## config.mk

```make
export PLATFORM = sky130hd
export DESIGN_NAME = mux8_rr_arbiter
export DESIGN_NICKNAME = d
export VERILOG_FILES = /design/src/rtl/mux8_rr_arbiter.sv
export SDC_FILE = /design/constraint.sdc
export NUM_CORES = 1
export LEC_CHECK = 0
export CAP_MARGIN = 25
export CORE_UTILIZATION = 25
export CTS_CLUSTER_SIZE = 24
export DETAILED_ROUTE_END_ITERATION = 7
export SYNTH_ARGS = -nofsm -noshare
export SYNTH_HDL_FRONTEND = slang
export SYNTH_SLANG_ARGS = --single-unit
```

## constraint.sdc

```tcl
create_clock -name clk -period 10.5 [get_ports clk]
set_input_delay 1.05 -clock clk [delete_from_list [all_inputs] [get_ports clk]]
set_output_delay 1.05 -clock clk [all_outputs]
set_load 0.005 [all_outputs]
```

## src/rtl/mux8_rr_arbiter.sv

```systemverilog
// Round-robin arbiter for a shared 8:1 one-bit mux: grants one requester at a time,
// drives the mux select and forwards the selected data bit with a valid flag.
module mux8_rr_arbiter #(
    parameter int NUM_REQ  = 8,
    parameter int MAX_HOLD = 4
) (
    input  logic               clk,
    input  logic               rst_n,
    input  logic [NUM_REQ-1:0] req,
    input  logic [NUM_REQ-1:0] d,
    output logic [NUM_REQ-1:0] gnt,
    output logic [2:0]         sel,
    output logic               y,
    output logic               y_valid
);

    localparam logic [0:0] IDLE  = 1'b0;
    localparam logic [0:0] GRANT = 1'b1;
    localparam logic [7:0] HOLD_MAX = 8'(MAX_HOLD);

    logic [0:0]         state_q, state_d;
    logic [NUM_REQ-1:0] gnt_q, gnt_d;
    logic [2:0]         sel_q, sel_d;
    logic [2:0]         ptr_q, ptr_d;
    logic [7:0]         hold_q, hold_d;

    logic [NUM_REQ-1:0] others;
    logic [2:0]         next_owner;
    logic [2:0]         idle_winner;

    // First set bit of v, scanning start, start+1, ... with wrap from 7 to 0.
    function automatic logic [2:0] pick(input logic [NUM_REQ-1:0] v, input logic [2:0] start);
        logic [2:0] idx;
        logic       found;
        pick  = start;
        found = 1'b0;
        for (int k = 0; k < NUM_REQ; k++) begin
            idx = start + 3'(k);
            if (!found && v[idx]) begin
                pick  = idx;
                found = 1'b1;
            end
        end
    endfunction

    assign others      = req & ~gnt_q;
    assign next_owner  = pick(others, sel_q + 3'd1);
    assign idle_winner = pick(req, ptr_q);

    always_comb begin
        state_d = state_q;
        gnt_d   = gnt_q;
        sel_d   = sel_q;
        ptr_d   = ptr_q;
        hold_d  = hold_q;
        case (state_q)
            IDLE: begin
                if (req != '0) begin
                    gnt_d   = NUM_REQ'(1) << idle_winner;
                    sel_d   = idle_winner;
                    hold_d  = 8'd1;
                    state_d = GRANT;
                end
            end
            default: begin
                // Release and tenure expiry both hand over starting just past the owner.
                if (!req[sel_q] || (hold_q >= HOLD_MAX && others != '0)) begin
                    ptr_d = sel_q + 3'd1;
                    if (others != '0) begin
                        gnt_d  = NUM_REQ'(1) << next_owner;
                        sel_d  = next_owner;
                        hold_d = 8'd1;
                    end else begin
                        gnt_d   = '0;
                        sel_d   = 3'd0;
                        hold_d  = 8'd0;
                        state_d = IDLE;
                    end
                end else if (hold_q < HOLD_MAX) begin
                    hold_d = hold_q + 8'd1;
                end
            end
        endcase
    end

    always_ff @(posedge clk or negedge rst_n) begin
        if (!rst_n) begin
            state_q <= IDLE;
            gnt_q   <= '0;
            sel_q   <= 3'd0;
            ptr_q   <= 3'd0;
            hold_q  <= 8'd0;
        end else begin
            state_q <= state_d;
            gnt_q   <= gnt_d;
            sel_q   <= sel_d;
            ptr_q   <= ptr_d;
            hold_q  <= hold_d;
        end
    end

    assign gnt     = gnt_q;
    assign sel     = sel_q;
    assign y_valid = |gnt_q;
    assign y       = y_valid ? d[sel_q] : 1'b0;

endmodule
```

## After elaboration in Yosys (flattened, before gate mapping)

Cells that the tools add are included.

- Flip-flop bits (word level): 23
- Input bits: 18
- Output and inout bits: 13
- Word-level logic and storage cells: 166

- $add $sub $neg: 16
- $lt $le $gt $ge: 19
- Eq/ne operators: 2
- Shift-type cells: 2
- Multiplexer cells: 82
- Bitwise operators: 2
- Reductions and logical operators: 38

Operators by type and width:

| operator | count |
|---|---|
| $lt 3x4->1 const B | 17 |
| $mux 8 | 8 |
| $bmux 1 s3 | 18 |
| $mux 3 | 18 |
| $mux 1 | 38 |
| $add 3x3->3 const B | 8 |
| $reduce_bool 8->1 | 2 |
| $shl 1x3->8 const A | 2 |
| $logic_and 1x1->1 | 15 |
| $logic_not 1->1 | 15 |
| $add 3x2->3 const B | 4 |
| $add 3x1->3 const B | 3 |
| $add 8x1->8 const B | 1 |
| $and 8x8->8 | 1 |
| $ge 8x3->1 const B | 1 |
| $lt 8x3->1 const B | 1 |
| $not 8->8 | 1 |
| $reduce_or 8->1 | 1 |
| $reduce_and 2->1 | 3 |
| $ne 3x1->1 const B | 1 |
| $ne 2x1->1 const B | 1 |
| $reduce_bool 2->1 | 1 |
| $logic_or 1x1->1 | 1 |

## Depth between registers and ports, before layout

- Word-level depth: 30
- Gate-level depth with buffers: 12
- Depth with buffers taken out: 10

## Worst setup path before layout

Ideal clock, no wire load.

- Path type: flip-flop to flip-flop
- From: reg ptr_q[1]
- To: reg gnt_q[7], in the netlist gnt[7]
- Library setup time: 0.126 ns
- Arrival time: 3.319 ns
- Required time: 10.374 ns
- Slack: 7.055 ns
- Stages on the path, launching flop included: 12
- Buffers on the path: 1
- Clock period less this slack: 3.445 ns
- Cell sequence: dfrtp_1 > clkbuf_1 > inv_1 > ha_1 > mux4_1 > or4_1 > or3_4 > nand2b_4 > o21a_1 > a31o_1 > a32oi_1 > o21ai_1

- Cells in the longest elaborated chain, start to end: 27
- Elaborated cells between the ends (all ways): 54
- Those cells by class: add/sub: 7; shift: 1; mux: 32; reduce/logical: 14

RTL lines:

| element | line | text |
|---|---|---|
| start, declared | 24 | `logic [2:0] ptr_q, ptr_d;` |
| start signal, assigned | 97 | `ptr_q <= ptr_d;` |
| branches (longest 23 deep; another with $add 3x1->3) | - |  |
| $mux 3 * | 39 | `if (!found && v[idx]) begin` |
| $shl 1x3->8 * | 59 | `gnt_d = NUM_REQ'(1) << idle_winner;` |
| $mux 8 * | 58 | `if (req != '0) begin` |
| $mux 8 * | 56 | `case (state_q)` |
| end signal, assigned | 95 | `gnt_q <= gnt_d;` |
| end, declared | 22 | `logic [NUM_REQ-1:0] gnt_q, gnt_d;` |

Every way passes the cells marked *. The select of a mux whose other input is x is not followed.
A chain may end at the register's enable or synchronous reset.

## Worst setup path in the final report

- From: reg sel_q[0], in the netlist sel[0]
- To: reg gnt_q[4], in the netlist gnt[4]

- Cells in the longest elaborated chain, start to end: 29
- Elaborated cells between the ends (all ways): 62
- Those cells by class: add/sub: 8; eq/ne: 1; shift: 1; mux: 35; reduce/logical: 17

RTL lines:

| element | line | text |
|---|---|---|
| start, declared | 23 | `logic [2:0] sel_q, sel_d;` |
| start signal, assigned | 96 | `sel_q <= sel_d;` |
| branches (longest 29 deep; another with $add 3x1->3) | - |  |

Parallel ways; which one is timed is not known. The select of a mux whose other input is x is not followed.

==> metrics.md <==
| Metric | Value |
|---|---|
| Met1 Use GR | 0.204 |
| Final setup TNS | 0 ps |
| Via count | 2941 |
| Root buffer cell | clkbuf_16 |
| Unique cell type count in the Yosys netlist | 72 |
| Die Wd | 113 um |
| Top post-synthesis cells by area | dfrtp_1 (19%), mux4_2 (17%), mux2i_1 (4.5%) |
| Critical Path Fanout Max | 21 |
| Share of layout cells above drive strength 1 | 0.138 |
| Yosys reg bits | 23 |
| RD Place Congestion | 0.931 |
| CTS H-tree depth | 1 |
| Hold Crit Class | reg2reg |
| Die Span Y | 113 um |
| Maximum clock path buffer count | 2 |
| Met3 Track Usage GR | 0.0204 |
| Internal reg-to-reg setup slack | 5960 ps |
| Min cycle time layout | 4540 ps |
| FFs w/ async S/R, synth | 1.00 |
| Reg2reg end | gnt[4]$_DFFE_PN0P_ |
| Die area | 12800 um2 |
| Pin count of the biggest net entering global routing | 22 |
| Clk_skew | 3.54 ps |
| R2r startpoint | sel[0]$_DFFE_PN0P_ |
| CTS Hold Buffers Added | 0 |
| Final count of hold timing violations | 0 |
| Sequential-to-total area share from yosys stat | 0.187 |
| Ys flop type | dfrtp_1 |
| Critical Path Start | sel[0]$_DFFE_PN0P_ |
| GRT Total Usage | 0.147 |
| Crit. End Element | register |
| Max frequency | 220 MHz |
| Synth cell count leaders | nand2_1 (31), nor2_1 (26), dfrtp_1 (23), mux4_2 (23), a21oi_1 (16) |
| Post-Syn Area per Cell | 8.98 um2 |
| Number of synthesized flops with an enable pin | 0 |
| Post-CTS sizing | 0 |
| Slew HR | 0.331 |
| CP max-delay cell | dfrtp_1 |
| Ys Warns | 0 |
| Fill cells | 1254 |
| Required @ worst endpoint | 10670 ps |
| Remaining DRCs | 0 |
| Per-cell routed wire length | 18.2 um |
| Starting Density | 0.256 |
| Gr busiest metal | met2 |
| Max Cap Violations | 0 |
| Quantity of I/O buffers inserted on ports | 30 |
| Most common cell in the netlist | nand2_1 |
| Met2 usage | 0.239 |
| Clk_lat worst skew | 260 ps |
| CP Launch Type | register |
| # IOs | 31 |
| CP cell instances | inv_2 > ha_1 > inv_2 > mux4_2 > mux2i_1 > nand4b_1 > o22ai_1 > xnor2_1 > or3_1 > o211ai_1 |
| DR pass1 iterations | 5 |
| Final ANT Viol Nets | 0 |
| Bufs and invs on worst path | 2 |
| CP Class | reg2reg |
| Final setup viols | 0 |
| Cell depth of the worst setup path | 10 |
| Iter 0 DRT Violations | 350 |
| RSZ-0062 raised after global routing | false |
| Worst Reg-to-Reg Cells | 10 |
| Nets | 387 |
| Final slew viol count | 0 |
| Core ar. | 12000 um2 |
| Share of the synthesized area in the top cell type | 0.187 |
| Signal arrival time at the worst endpoint | 4710 ps |
| Period utilization | 0.432 |
| GRT Residual Overflow | 0 |
| Syn Std Cell Area | 3080 um2 |
| Delay-heaviest family, CP | flip-flops |
| Total CTS buffers | 3 |
| Worst hold start | hold_q[6]$_DFFE_PN0P_ |
| CTS tree | done |
| Top cell type by total area after synthesis | dfrtp_1 |
| Detail Placement HPWL | 7150 um |
| Via density | 5.78 |
| Syn Inst Count | 343 |
| Global-route wire length before repair | 15100 um |
| WL final | 9280 um |
| Status | finished clean |
| Worst slew pin tran | 995 ps |
| Number of sinks on the clock net | 23 |
| Largest stage delay on the critical path | 920 ps |
| Antenna diodes | 0 |
| Most common cell on crit path | inv_2 |
| Num rows | 40 |
| Setup bufs post-CTS | 0 |
| Initial antenna violation count | 0 |
| Clock Pin Slew Worst Setup and Hold Paths | 70 ps |
| Post-Synthesis Net Count | 367 |
| Synth-to-Final Area Change | 15.9% |
| Setup crit end | gnt[4]$_DFFE_PN0P_ |
| Vias in the first global route | 2860 |
[worst register-to-register path, stage by stage (launching register included)]
cell      delay, ps
dfrtp_1         920
inv_2           250
ha_1            820
inv_2           250
mux4_2          550
mux2i_1         290
nand4b_1        270
o22ai_1         270
xnor2_1         150
or3_1           480
o211ai_1        200
[per-stage QoR]
stage	instance area, um2	setup WS [ps]	hold WS, ps	std cells	util
floorplan	3080	7050	444	343	-
CTS	3570	5980	483	509	0.297
finish	3570	5960	476	509	0.297
global placement	3470	6090	463	504	0.289
global route	3570	5670	506	509	0.297
detailed placement	3490	5980	468	505	0.291
[worst min-delay path by stage]
stage	to	slack, ps	cells after the start
after floorplan	hold_q[7]$_DFFE_PN0P_	440	1
after global placement	hold_q[6]$_DFFE_PN0P_	460	1
after detailed placement	hold_q[3]$_DFFE_PN0P_	470	1
after CTS	hold_q[6]$_DFFE_PN0P_	480	1
after global routing	hold_q[4]$_DFFE_PN0P_	510	1
final	hold_q[6]$_DFFE_PN0P_	480	1
[flip-flops by register name, indices dropped and copies added (netlist names)]
signal   flops
state_q      1
sel          3
ptr_q        3
gnt          8
hold_q       8
[cell usage in the layout, fill, tap and decap left out, types with 3 or more instances in the layout]
cell type / netlist / final
and2_1: 9 / 9
xnor2_1: 4 / 4
o22ai_1: 5 / 5
o21ai_0: 14 / 14
inv_1: 9 / 9
nand3_1: 8 / 8
clkdlybuf4s50_1: 0 / 30
nor2b_1: 8 / 8
a22oi_1: 3 / 3
a21oi_1: 16 / 16
a31oi_1: 4 / 4
dfrtp_1: 23 / 23
ha_1: 6 / 6
o21ai_1: 5 / 5
nor3_1: 4 / 4
mux4_2: 23 / 23
nand3b_1: 5 / 5
a32oi_1: 4 / 4
nor3b_1: 3 / 3
nand2b_1: 13 / 13
nand2_1: 31 / 31
nor2_1: 26 / 26
or3b_1: 3 / 3
o211ai_1: 9 / 9
nor4_1: 5 / 5
nand4_1: 11 / 11
mux2_2: 7 / 7
clkbuf_16: 0 / 3
o21a_1: 4 / 4
mux2i_1: 14 / 14
[routing by layer]
layer	part of all wire	wire, um	vias up
met5	0	0	-
met4	0.017	156	0
met3	0.050	463	16
met2	0.47	4390	95
met1	0.46	4270	1447
li1	-	-	1383
[area by class of cell]
| cell class | instances | area (um2) | area share |
|---|---|---|---|
| Clock inverter | 1 | 5.00 | 0.00140 |
| Sequential cell | 23 | 576 | 0.161 |
| Tap cell | 147 | 184 | 0.0515 |
| Timing Repair Buffer | 32 | 323 | 0.0904 |
| Multi-Input combinational cell | 292 | 2370 | 0.663 |
| Inverter | 11 | 41.3 | 0.0116 |
| Clock buffer | 3 | 75.1 | 0.0210 |
[logic make-up (layout without fill, tap and decap cells)]
logic type | after synthesis | in the layout | synth area share
flops | 23 | 23 | 0.187
mux | 48 | 48 | 0.261
compound gates | 90 | 90 | 0.202
simple gates | 141 | 141 | 0.256
buf+inv | 28 | 47 | 0.0451
xor+xnor | 7 | 7 | 0.0248
fa+ha+maj | 6 | 6 | 0.0244
Power is left out: the tool's default activity adds up to more than one toggle a clock period on the data nets, which glitch-free logic cannot reach.
